**src/rtl/psg_env_timing.sv**
```systemverilog
// Clock-enable prescaler, envelope period divider and 32-level envelope shape
// generator for an AY-3-8910/YM2149-compatible PSG.
module psg_env_timing #(
  parameter int CLKDIV = 3,
  parameter int EGW    = 16
) (
  input  logic           clk,
  input  logic           rst_n,
  input  logic           clk_en,
  input  logic           sel,
  input  logic [EGW-1:0] eg_period,
  input  logic [3:0]     ctrl,
  input  logic           restart,
  output logic           cen16,
  output logic           cen256,
  output logic           eg_step,
  output logic [4:0]     env
);

  localparam int CW = CLKDIV + 5;

  // sel=0 adds one more prescale stage, so its masks are one bit wider.
  localparam logic [CW-1:0] MASK16_SEL1  = CW'((1 << CLKDIV) - 1);
  localparam logic [CW-1:0] MASK16_SEL0  = CW'((1 << (CLKDIV + 1)) - 1);
  localparam logic [CW-1:0] MASK256_SEL1 = CW'((1 << (CLKDIV + 4)) - 1);
  localparam logic [CW-1:0] MASK256_SEL0 = CW'((1 << (CLKDIV + 5)) - 1);

  typedef enum logic {
    ENV_RUN  = 1'b0,
    ENV_HOLD = 1'b1
  } env_state_t;

  logic [CW-1:0]  cnt_q, cnt_d;
  logic           cen16_q, cen16_d;
  logic           cen256_q, cen256_d;
  logic [EGW-1:0] count_q, count_d;
  logic           eg_step_q, eg_step_d;
  logic [4:0]     gain_q, gain_d;
  logic           inv_q, inv_d;
  env_state_t     state_q, state_d;
  logic           last_step_q, last_step_d;
  logic           latch_q, latch_d;
  logic [4:0]     env_q, env_d;

  logic [CW-1:0]  mask16;
  logic [CW-1:0]  mask256;
  logic           step_edge;
  logic           will_hold;
  logic           will_invert;

  always_comb begin
    mask16   = sel ? MASK16_SEL1 : MASK16_SEL0;
    mask256  = sel ? MASK256_SEL1 : MASK256_SEL0;
    cen16_d  = clk_en & ((cnt_q & mask16) == '0);
    cen256_d = clk_en & ((cnt_q & mask256) == '0);
    cnt_d    = clk_en ? cnt_q + 1'b1 : cnt_q;
  end

  // Period 0 and 1 both satisfy count >= period immediately, so both toggle on every cen256.
  always_comb begin
    count_d   = count_q;
    eg_step_d = eg_step_q;
    if (cen256_q) begin
      if (count_q >= eg_period) begin
        count_d   = {{(EGW-1){1'b0}}, 1'b1};
        eg_step_d = ~eg_step_q;
      end else begin
        count_d = count_q + 1'b1;
      end
    end
  end

  always_comb begin
    step_edge   = (eg_step_q & ~last_step_q) | (eg_period == '0);
    will_hold   = ~ctrl[3] | ctrl[0];
    will_invert = (~ctrl[3] & ctrl[2]) | (ctrl[3] & ctrl[1]);
  end

  // A pending restart wins over stepping; a restart in the clearing cycle keeps the latch set.
  always_comb begin
    gain_d      = gain_q;
    inv_d       = inv_q;
    state_d     = state_q;
    last_step_d = last_step_q;
    env_d       = env_q;
    latch_d     = latch_q;
    if (cen256_q) begin
      env_d       = inv_q ? ~gain_q : gain_q;
      last_step_d = eg_step_q;
      latch_d     = 1'b0;
      if (latch_q) begin
        gain_d  = 5'd31;
        inv_d   = ctrl[2];
        state_d = ENV_RUN;
      end else if (step_edge && (state_q == ENV_RUN)) begin
        if (gain_q != 5'd0) begin
          gain_d = gain_q - 5'd1;
        end else begin
          if (will_hold) begin
            state_d = ENV_HOLD;
          end else begin
            gain_d = 5'd31;
          end
          if (will_invert) begin
            inv_d = ~inv_q;
          end
        end
      end
    end
    if (restart) begin
      latch_d = 1'b1;
    end
  end

  always_ff @(posedge clk or negedge rst_n) begin
    if (!rst_n) begin
      cnt_q       <= '0;
      cen16_q     <= 1'b0;
      cen256_q    <= 1'b0;
      count_q     <= {{(EGW-1){1'b0}}, 1'b1};
      eg_step_q   <= 1'b0;
      gain_q      <= 5'd31;
      inv_q       <= 1'b0;
      state_q     <= ENV_RUN;
      last_step_q <= 1'b0;
      latch_q     <= 1'b0;
      env_q       <= 5'd31;
    end else begin
      cnt_q       <= cnt_d;
      cen16_q     <= cen16_d;
      cen256_q    <= cen256_d;
      count_q     <= count_d;
      eg_step_q   <= eg_step_d;
      gain_q      <= gain_d;
      inv_q       <= inv_d;
      state_q     <= state_d;
      last_step_q <= last_step_d;
      latch_q     <= latch_d;
      env_q       <= env_d;
    end
  end

  assign cen16   = cen16_q;
  assign cen256  = cen256_q;
  assign eg_step = eg_step_q;
  assign env     = env_q;

endmodule

```
**config.mk**
```make
export PLATFORM = sky130hd
export DESIGN_NAME = psg_env_timing
export DESIGN_NICKNAME = d
export VERILOG_FILES = /design/src/rtl/psg_env_timing.sv
export SDC_FILE = /design/constraint.sdc
export NUM_CORES = 1
export LEC_CHECK = 0
export BUFFER_PORTS_ARGS = -buffer_cell sky130_fd_sc_hd__buf_2
export CAP_MARGIN = 20
export CORE_ASPECT_RATIO = 2
export CORE_UTILIZATION = 52
export CTS_CLUSTER_SIZE = 10
export DETAILED_ROUTE_END_ITERATION = 8
export PLACE_DENSITY = 0.74
export SLEW_MARGIN = 25
export SYNTH_ARGS = -nofsm -noshare
export SYNTH_HDL_FRONTEND = slang
export SYNTH_SLANG_ARGS = --single-unit
```
**constraint.sdc**
```tcl
create_clock -name clk -period 2 [get_ports clk]
set_input_delay 0.2 -clock clk [delete_from_list [all_inputs] [get_ports clk]]
set_output_delay 0.2 -clock clk [all_outputs]
set_load 0.01 [all_outputs]
```
==> metrics.md, run 1 <==
| Metric | Value |
|---|---|
| Worst-margin pin slew | `0.6318 ns` |
| Violated checks | `setup timing` |
| Final std cells w/o fill | `373` |
| Cells on worst reg2reg path | `8` |
| Synth unique cells | `41` |
| Fin area | `3117 um2` |
| Synth top area share | `30.96%` |
| Most common cell after layout, fill and taps aside | `buf_2` |
| Worst path required time | `2.23 ns` |
| Routability Congestion | `0.8021` |
| Class of the worst hold path | `input port to register` |
| Cells after Synth | `253` |
| Synth Cell Area | `2425 um2` |
| CP Class | `register to register` |
| Core Area | `4424 um2` |
| Remaining Overflow, GRT | `0` |
| Mean area per synthesized cell | `9.584 um2` |
| DR iter-0 viols | `39` |
| Clock slew at reported path FFs | `0.08 ns` |
| Crit path DAT | `2.49 ns` |
| Final-report setup violation count | `17` |
| Maxcap violations | `0` |
| Minimum clock period | `2.254 ns` |
| Top post-synthesis cells by area | `dfrtp_1 (31%), dfstp_2 (12%), ha_1 (10%), xor2_1 (5.1%), inv_1 (4.0%)` |
| Detail Route Antenna Nets | `0` |
| Final hold vios | `0` |
| Syn_nets | `298` |
| DP Area | `2885 um2` |
| Crit. End Element | `register` |
| CP Launch Point | `count_q[0]$_DFFE_PN1P_` |
| Drt pass-1 iters | `4` |
| Clock latency on the worst-skew pair | `0.30 ns` |
| First-pass GRT wire length | `9.032 mm` |
| Slew Limit Fails | `0` |
| Core Util, Final | `70.45%` |
| All-Layer GR Usage | `24.22%` |
| CTS tree | `yes` |
| Total Power | `3.776 mW` |
| FF-to-FF End | `count_q[3]$_DFFE_PN0P_` |
| H-tree levels | `2` |
| Layout cells sized above 1 | `32.60%` |
| Peak fanout along the critical path | `5` |
| IO buf count | `32` |
| Fin worst setup slack | `-0.2537 ns` |
| Fmax | `443.7 MHz` |
| RSZ-0062 raised after global routing | `yes` |
| Pleak | `1.476 nW` |
| Largest net degree at the start of global routing | `29` |
| Vias in the first global route | `2110` |
| Yosys warns | `0` |
| Initial Util | `54.81%` |
| Root Buffer | `clkbuf_8` |
| DRT Wirelength | `5.602 mm` |
| P&R area growth vs syn | `28.53%` |
| Layout Skew | `0.01198 ns` |
| Status | `finished, violations left` |
| # IOs | `33` |
| Crit path to | `count_q[3]$_DFFE_PN0P_` |
| Cell Pwr Density | `1212 nW/um2` |
| Row Count | `34` |
| Fin nets | `364` |
| Drt via density | `5.638` |
| Chip width | `50.29 um` |
| Register-to-register path setup slack | `-0.25 ns` |
| Commonest cells after routing, fill and taps aside | `buf_2 (32), dfrtp_1 (30), buf_4 (30)` |
| DP HPWL | `4.273 mm` |
| Initial antenna violation count | `0` |
| Dpl cells | `363` |
| Chip height | `98.57 um` |
| Slew HR | `57.88%` |
| Seq/Total Area, Yosys | `42.88%` |
| Leading area contributor after synthesis | `dfrtp_1` |
| TritonCTS buffer count | `5` |
| Element type at the critical path start | `register` |
| Sink Count | `41` |
| Synth Register Bits | `41` |
| Per-cell routed wire length | `15.02 um` |
| Clock Path Buffers | `2` |
| ANT cells | `0` |
| Worst VDD drop | `0.7910 mV` |
| RR Startpoint | `count_q[0]$_DFFE_PN1P_` |
| Via count | `2103` |
| DRC | `0` |
| Hold slack | `0.08476 ns` |
| Die area | `4957 um2` |
| Fin crit share | `112.7%` |
-- cell families (layout without fill, tap and decap cells) --
logic type | count (synthesis) | in the layout | synth area share (%)
muxes | 3 | 3 | 1.290
AOI/OAI and AO/OA | 43 | 43 | 12.38
xor gates and xnor gates | 24 | 24 | 8.669
adders and majority gates | 20 | 20 | 10.32
and+or+nand+nor | 89 | 89 | 19.04
buffers and inverters | 33 | 99 | 5.418
DFF | 41 | 41 | 42.88
-- worst min-delay path by stage --
stage                        from  slack [ns]  depth (start not counted)              endpoint
final                     restart        0.08                          2   latch_q$_DFFE_PN0P_
after CTS                 restart        0.08                          2   latch_q$_DFFE_PN0P_
after global routing      restart        0.08                          2   latch_q$_DFFE_PN0P_
after floorplan             rst_n        -0.1                          0       cen16$_DFF_PN0_
after global placement      rst_n        0.24                          1  cnt_q[3]$_DFFE_PN0P_
after detailed placement    rst_n        0.25                          1       cen16$_DFF_PN0_
-- report_power, final --
group          switching [mW]  internal (mW)
logic                   0.785          0.865
registers               0.298           1.18
clock network           0.286          0.363
-- flip-flops by register name, summed over array words and instances, names as in the netlist --
| register | flops |
|---|---|
| inv_q | 1 |
| latch_q | 1 |
| cen256 | 1 |
| state_q | 1 |
| env | 5 |
| last_step_q | 1 |
| count_q | 16 |
| cen16 | 1 |
| cnt_q | 8 |
| eg_step | 1 |
| gain_q | 5 |
-- cell usage after synthesis, drive strengths merged --
master,n
ha,20
o21bai,1
o21ai,5
a311oi,1
nor2b,2
mux2,1
a41oi,2
or4,1
inv,26
a211oi,1
dfrtp,30
mux2i,2
xor2,14
dfstp,11
a2111o,1
o31ai,1
a221oi,1
o31a,1
a21oi,16
nor4,5
nor2,26
clkbuf,6
nand2,17
nand4,8
nand3b,5
or3,1
nand2b,1
and4,2
and3,7
a31oi,1
a21o,2
a31o,1
or4b,1
nand3,9
nor3,4
o41ai,4
buf,1
a311o,1
xnor2,10
o2bb2ai,4
-- metrics by stage --
stage	setup slack [ns]	setup TNS, ns
2_1_floorplan	-0.08831	-1.042
3_3_place_gp	-0.1676	-2.201
3_5_place_dp	-0.2224	-2.710
4_1_cts	-0.2112	-2.597
5_1_grt	-0.3281	-4.015
6_report	-0.2537	-2.903
-- layer usage --
metal	wire length, um	track usage, %	vias up
li1	-	-	1023
met1	2087	24.65	1033
met2	3317	47.28	39
met3	85	2.315	8
met4	112	9.890	0
met5	0	0	-
-- cell type report --
cell class | count | area [um2]
tap | 54 | 67.56
multi-input combinational | 179 | 1370
clock inverter | 2 | 35.03
inverter | 26 | 97.59
sequential | 41 | 1040
timing repair buffer | 66 | 437.9
clock buffer | 5 | 68.82
fill | 360 | 1308
-- critical path: stages (launching register included) --
cell       delay [ns]
dfstp_2          0.55
inv_2            0.05
ha_4             0.20
nand2b_4         0.13
a2111o_1         0.37
a31o_4           0.24
buf_12           0.12
o41ai_2          0.39
o2bb2ai_4        0.15
-- timing repair --
item / in CTS / in global routing
endpoints found under the setup margin: 16 / 18
setup buffers: 1 / 1
resized for setup: 10 / 12
hold endpoints to repair: 17 / 0
hold buffers: 1 / 0
pin swaps: 2 / 2
No activity file was read; power rests on OpenSTA's default activity.
==> run 2, diff against run 1 <==
--- a/config.mk
+++ b/config.mk
@@ -12,7 +12,7 @@
 export CTS_CLUSTER_SIZE = 10
 export DETAILED_ROUTE_END_ITERATION = 8
 export PLACE_DENSITY = 0.74
-export SLEW_MARGIN = 25
+export SLEW_MARGIN = 10
 export SYNTH_ARGS = -nofsm -noshare
 export SYNTH_HDL_FRONTEND = slang
 export SYNTH_SLANG_ARGS = --single-unit
==> constraint.sdc (replaced) <==
create_clock -name clk -period 1.9 [get_ports clk]
set_input_delay 0.19 -clock clk [delete_from_list [all_inputs] [get_ports clk]]
set_output_delay 0.19 -clock clk [all_outputs]
set_load 0.01 [all_outputs]
==> metrics.md, run 2 (synthesis results as in run 1) <==
| Metric | Value |
|---|---|
| DR iter-0 viols | `49 (was 39)` |
| Registers with the most flip-flops | `count_q (16), cnt_q (8) (unchanged)` |
| Violated checks | `setup timing (unchanged)` |
| Setup TNS | `-3.995 ns (was -2.903 ns)` |
| Chip height | `98.57 um (unchanged)` |
| Peak fanout along the critical path | `10 (was 5)` |
| Slowest stage delay, CP | `0.54 ns (was 0.55 ns)` |
| Fmax | `461.9 MHz (was 443.7 MHz)` |
| Vias in the first global route | `2134 (was 2110)` |
| All-Layer GR Usage | `25.36% (was 24.22%)` |
| Top reg by flops | `count_q (unchanged)` |
| Remaining Overflow, GRT | `0 (unchanged)` |
| Fin area | `3157 um2 (was 3117 um2)` |
| Via count | `2113 (was 2103)` |
| Fin nets | `371 (was 364)` |
| First-pass GRT wire length | `9.342 mm (was 9.032 mm)` |
| Largest delay share family, worst path | `compound AO/OA/AOI/OAI gates (unchanged)` |
| Commonest cells after routing, fill and taps aside | `buf_4 (39), buf_2 (32), dfrtp_1 (30) (was buf_2 (32), dfrtp_1 (30), buf_4 (30))` |
| TritonCTS buffer count | `5 (unchanged)` |
| ANT cells | `0 (unchanged)` |
| Clock Path Buffers | `2 (unchanged)` |
| Most common cell after layout, fill and taps aside | `buf_4 (was buf_2)` |
| Core Util, Final | `71.35% (was 70.45%)` |
| Clock slew at reported path FFs | `0.08 ns (about the same)` |
| Worst path required time | `2.14 ns (was 2.23 ns)` |
| # IOs | `33 (unchanged)` |
| IO buf count | `32 (unchanged)` |
| Slew HR | `65.57% (was 57.88%)` |
| Crit. End Element | `register (unchanged)` |
| Initial antenna violation count | `0 (unchanged)` |
| CP Launch Point | `count_q[0]$_DFFE_PN1P_ (unchanged)` |
| Fin worst setup slack | `-0.2650 ns (was -0.2537 ns)` |
| Cells on worst reg2reg path | `8 (unchanged)` |
| Final std cells w/o fill | `381 (was 373)` |
| Chip width | `50.29 um (unchanged)` |
| Slowest CP cell | `dfstp_2 (unchanged)` |
| Per-cell routed wire length | `14.67 um (was 15.02 um)` |
| Pleak | `1.514 nW (was 1.476 nW)` |
| Cells along the critical path | `inv_2, ha_4, nand2b_4, a2111o_1, a31o_4, o31a_1, buf_12, nor2_2 (was inv_2, ha_4, nand2b_4, a2111o_1, a31o_4, buf_12, o41ai_2, o2bb2ai_4)` |
| Die area | `4957 um2 (unchanged)` |
| Initial Util | `54.81% (unchanged)` |
| Worst VDD drop | `0.9646 mV (was 0.7910 mV)` |
| Element type at the critical path start | `register (unchanged)` |
| Layout cells sized above 1 | `35.78% (was 32.60%)` |
| DP Area | `2953 um2 (was 2885 um2)` |
| Worst Path Buf+Inv | `2 (unchanged)` |
| Final-report setup violation count | `17 (unchanged)` |
| RSZ-0062 raised after global routing | `yes (unchanged)` |
| Maxcap violations | `0 (unchanged)` |
| Hold Path Stages | `2 (unchanged)` |
| DP HPWL | `4.093 mm (was 4.273 mm)` |
| Dpl cells | `372 (was 363)` |
| Class of the worst hold path | `input port to register (unchanged)` |
| Slew Limit Fails | `0 (unchanged)` |
| Worst-margin pin slew | `0.5164 ns (was 0.6318 ns)` |
| Core Area | `4424 um2 (unchanged)` |
| Largest net degree at the start of global routing | `42 (was 29)` |
| Drt via density | `5.546 (was 5.638)` |
| P&R area growth vs syn | `30.19% (was 28.53%)` |
| DRC | `0 (unchanged)` |
| Hold path startpoint | `restart (unchanged)` |
| Fin crit share | `113.9% (was 112.7%)` |
| Status | `finished, violations left (unchanged)` |
| Routability Congestion | `0.7854 (was 0.8021)` |
| Layout Skew | `0.007596 ns (was 0.01198 ns)` |
| H-tree levels | `2 (unchanged)` |
| DRT Wirelength | `5.590 mm (was 5.602 mm)` |
| Clock latency on the worst-skew pair | `0.30 ns (about the same)` |
| RR Startpoint | `count_q[0]$_DFFE_PN1P_ (unchanged)` |
| Row Count | `34 (unchanged)` |
| Root Buffer | `clkbuf_8 (unchanged)` |
| Crit path DAT | `2.40 ns (was 2.49 ns)` |
| CP Class | `register to register (unchanged)` |
| Final hold vios | `0 (unchanged)` |
| Minimum clock period | `2.165 ns (was 2.254 ns)` |
| Post-CTS setup buffer count | `0 (was 1)` |
| Hold slack | `0.06725 ns (was 0.08476 ns)` |
| CTS tree | `yes (unchanged)` |
| Crit path depth | `8 (unchanged)` |
| Max reg flops | `16 (unchanged)` |
| Detail Route Antenna Nets | `0 (unchanged)` |
| Cell Pwr Density | `1251 nW/um2 (was 1212 nW/um2)` |
| Drt pass-1 iters | `4 (unchanged)` |
| Sink Count | `41 (unchanged)` |
[run 2: cell count changes in the layout (fill, tap and decap cells not counted), sizes merged]
cell    before  now
buf         65   72
bufinv       1    0
clkbuf       5    7
[run 2: report_power, final]
group	internal (mW)	switching, mW
Combinational	0.943	0.849
Clock	0.328	0.299
Sequential	1.24	0.288
[run 2: worst reg2reg max path, cell delays in order, from the launching register on]
cell,delay (ns)
dfstp_2,0.54
inv_2,0.05
ha_4,0.20
nand2b_4,0.12
a2111o_1,0.38
a31o_4,0.26
o31a_1,0.31
buf_12,0.17
nor2_2,0.08
[run 2: layout make-up]
cell class	count	area, um2
timing repair buffer	73	483.0
tap	54	67.56
multi-input combinational	179	1368
fill	342	1267
inverter	26	97.59
sequential	41	1040
clock inverter	1	5.005
clock buffer	7	96.34
[run 2: routing by layer]
layer / routed length [um] / up-vias / share of wire [%] / track usage [%]
met5: 0 / - / 0 / 0
met4: 158 / 0 / 2.8 / 12.97
met3: 111 / 13 / 2.0 / 3.549
met2: 3277 / 32 / 59 / 47.69
met1: 2042 / 1034 / 37 / 25.66
li1: - / 1034 / - / -
[run 2: repair_timing]
item	CTS	global route
hold buffers	1	0
gates resized for setup	8	13
pin swaps	2	2
endpoints found under the hold margin	30	0
endpoints found under the setup margin	18	19
[run 2: stage by stage]
stage / setup WS (ns) / total power [mW]
after floorplan: -0.1879 / 2.425
after global placement: -0.2238 / 3.141
after detailed placement: -0.2688 / 3.195
after CTS: -0.2418 / 3.910
after global routing: -0.3299 / 4.243
final: -0.2650 / 3.949
[run 2: worst paths after layout]
kind | to | slack (ns)
worst max register to register | count_q[6]$_DFFE_PN0P_ | -0.27
worst max-delay path | count_q[6]$_DFFE_PN0P_ | -0.27
worst min register to register | cen256$_DFF_PN0_ | 0.47
min in group asynchronous | count_q[1]$_DFFE_PN0P_ | 0.48
worst min-delay path | latch_q$_DFFE_PN0P_ | 0.07
max in group asynchronous | env[1]$_DFFE_PN1P_ | 1.04
==> run 3, diff against run 2 <==
--- a/config.mk
+++ b/config.mk
@@ -7,11 +7,11 @@
 export LEC_CHECK = 0
 export BUFFER_PORTS_ARGS = -buffer_cell sky130_fd_sc_hd__buf_2
 export CAP_MARGIN = 20
-export CORE_ASPECT_RATIO = 2
-export CORE_UTILIZATION = 52
+export CORE_ASPECT_RATIO = 1.75
+export CORE_UTILIZATION = 57
 export CTS_CLUSTER_SIZE = 10
 export DETAILED_ROUTE_END_ITERATION = 8
-export PLACE_DENSITY = 0.74
+export PLACE_DENSITY = 0.77
 export SLEW_MARGIN = 10
 export SYNTH_ARGS = -nofsm -noshare
 export SYNTH_HDL_FRONTEND = slang
==> constraint.sdc (replaced) <==
create_clock -name clk -period 2.4 [get_ports clk]
set_input_delay 0.24 -clock clk [delete_from_list [all_inputs] [get_ports clk]]
set_output_delay 0.24 -clock clk [all_outputs]
set_load 0.01 [all_outputs]
==> metrics.md, run 3 (synthesis results as in run 1) <==
| Metric | Value |
|---|---|
| All-Layer GR Usage | `24.43% (was 25.36%)` |
| Per-cell routed wire length | `13.78 um (was 14.67 um)` |
| DRC | `0 (unchanged)` |
| Vias in the first global route | `1980 (was 2134)` |
| # IOs | `33 (unchanged)` |
| Largest net degree at the start of global routing | `42 (unchanged)` |
| Top reg by flops | `count_q (unchanged)` |
| P&R area growth vs syn | `17.18% (was 30.19%)` |
| Detail Route Antenna Nets | `0 (unchanged)` |
| Max reg flops | `16 (unchanged)` |
| Root Buffer | `clkbuf_8 (unchanged)` |
| Peak fanout along the critical path | `5 (was 10)` |
| CP Class | `register to register (unchanged)` |
| Placement Setup Slack | `0.01947 ns (was -0.2688 ns)` |
| Fin crit share | `96.17% (was 113.9%)` |
| Drt via density | `5.608 (was 5.546)` |
| Clock slew at reported path FFs | `0.08 ns (about the same)` |
| Worst path required time | `2.63 ns (was 2.14 ns)` |
| Slew Limit Fails | `0 (unchanged)` |
| Layout Skew | `0.005172 ns (was 0.007596 ns)` |
| Clock Path Buffers | `2 (unchanged)` |
| Commonest cells after routing, fill and taps aside | `buf_2 (32), dfrtp_1 (30), inv_1 (25), nor2_1 (25), ha_1 (19) (was buf_4 (39), buf_2 (32), dfrtp_1 (30))` |
| Minimum clock period | `2.308 ns (was 2.165 ns)` |
| IO buf count | `32 (unchanged)` |
| First-pass GRT wire length | `8.245 mm (was 9.342 mm)` |
| Slowest CP cell | `dfstp_2 (unchanged)` |
| ANT cells | `0 (unchanged)` |
| Crit. End Element | `register (unchanged)` |
| Via count | `1929 (was 2113)` |
| Routability Congestion | `0.8122 (was 0.7854)` |
| Cells along the critical path | `inv_2, ha_4, nand2b_4, a2111o_1, a31o_4, buf_6, or3_4, o2bb2ai_2 (was inv_2, ha_4, nand2b_4, a2111o_1, a31o_4, o31a_1, buf_12, nor2_2)` |
| Registers with the most flip-flops | `count_q (16), cnt_q (8) (unchanged)` |
| Final-report setup violation count | `0 (was 17)` |
| Fmax | `433.3 MHz (was 461.9 MHz)` |
| Setup TNS | `0 ns (was -3.995 ns)` |
| Chip height | `88.28 um (was 98.57 um)` |
| Element type at the critical path start | `register (unchanged)` |
| Layout cells sized above 1 | `24.75% (was 35.78%)` |
| Core Util, Final | `69.11% (was 71.35%)` |
| Die area | `4529 um2 (was 4957 um2)` |
| Status | `finished clean (was finished, violations left)` |
| Worst VDD drop | `0.7041 mV (was 0.9646 mV)` |
| Fin area | `2841 um2 (was 3157 um2)` |
| Class of the worst hold path | `input port to async pin (was input port to register)` |
| Sink Count | `41 (unchanged)` |
| Worst-margin pin slew | `0.8931 ns (was 0.5164 ns)` |
| DP Area | `2673 um2 (was 2953 um2)` |
| TritonCTS buffer count | `5 (unchanged)` |
| Dpl cells | `335 (was 372)` |
| Slowest stage delay, CP | `0.56 ns (was 0.54 ns)` |
| Final hold vios | `0 (unchanged)` |
| Hold slack | `0.06508 ns (was 0.06725 ns)` |
| CTS tree | `yes (unchanged)` |
| Initial antenna violation count | `0 (unchanged)` |
| Clock latency on the worst-skew pair | `0.29 ns (was 0.30 ns)` |
| Fin nets | `339 (was 371)` |
| Pleak | `1.351 nW (was 1.514 nW)` |
| Register-to-register path setup slack | `0.09 ns (was -0.27 ns)` |
| # hold bufs at CTS | `0 (was 1)` |
| RSZ-0062 raised after global routing | `no (was yes)` |
| Total Power | `2.756 mW (was 3.949 mW)` |
| Remaining Overflow, GRT | `0 (unchanged)` |
| Initial Util | `58.98% (was 54.81%)` |
| H-tree levels | `2 (unchanged)` |
| DR iter-0 viols | `40 (was 49)` |
| Crit path DAT | `2.54 ns (was 2.40 ns)` |
| Row Count | `31 (was 34)` |
| Core Area | `4111 um2 (was 4424 um2)` |
| Final std cells w/o fill | `344 (was 381)` |
| Fin worst setup slack | `0.09203 ns (was -0.2650 ns)` |
| DP HPWL | `3.653 mm (was 4.093 mm)` |
| DRT Wirelength | `4.739 mm (was 5.590 mm)` |
| Cell Pwr Density | `969.7 nW/um2 (was 1251 nW/um2)` |
| Slew HR | `40.46% (was 65.57%)` |
| Most common cell after layout, fill and taps aside | `buf_2 (was buf_4)` |
| Drt pass-1 iters | `4 (unchanged)` |
| Chip width | `51.31 um (was 50.29 um)` |
| Maxcap violations | `0 (unchanged)` |
[run 3: final cells by class]
cell class                      instances  area [um2]
Fill cell                             354        1270
Timing Repair Buffer                   41       231.5
Multi-Input combinational cell        179        1310
Clock buffer                            7       96.34
Tap cell                               49       61.31
Clock inverter                          1       5.005
Sequential cell                        41        1040
Inverter                               26       97.59
[run 3: routing by layer]
| layer | part of all wire [%] | track usage (%) |
|---|---|---|
| met5 | 0 | 0 |
| met4 | 1.9 | 9.828 |
| met3 | 2.1 | 3.436 |
| met2 | 56 | 47.25 |
| met1 | 40 | 25.70 |
[run 3: timing repair]
item,CTS,global route
buffers inserted,0,1
pin swaps,0,5
setup endpoints to repair,1,13
cloned,0,0
gates resized for setup,1,9
[run 3: final timing paths]
check / startpoint / endpoint / depth (start not counted)
min: rst_n / count_q[2]$_DFFE_PN0P_ / 1
max reg2reg: count_q[0]$_DFFE_PN1P_ / count_q[3]$_DFFE_PN0P_ / 8
min reg2reg: cnt_q[7]$_DFFE_PN0P_ / cen256$_DFF_PN0_ / 1
max: count_q[0]$_DFFE_PN1P_ / count_q[3]$_DFFE_PN0P_ / 8
min in group clk: restart / latch_q$_DFFE_PN0P_ / 2
max in group asynchronous: rst_n / count_q[12]$_DFFE_PN0P_ / 1
[run 3: worst max-delay path, delay by kind of cell (launching register included)]
kind            cells  cell delay [ns]
compound gates      3             0.75
flops               1             0.56
simple gates        2             0.55
fa+ha+maj           1             0.20
buf+inv             2             0.18
[run 3: power breakdown]
part           switching (mW)  internal (mW)  leakage (nW)
Combinational           0.500          0.489         0.808
Clock                   0.235          0.260        0.0542
Sequential              0.289          0.983         0.489
Total                    1.02           1.73          1.35
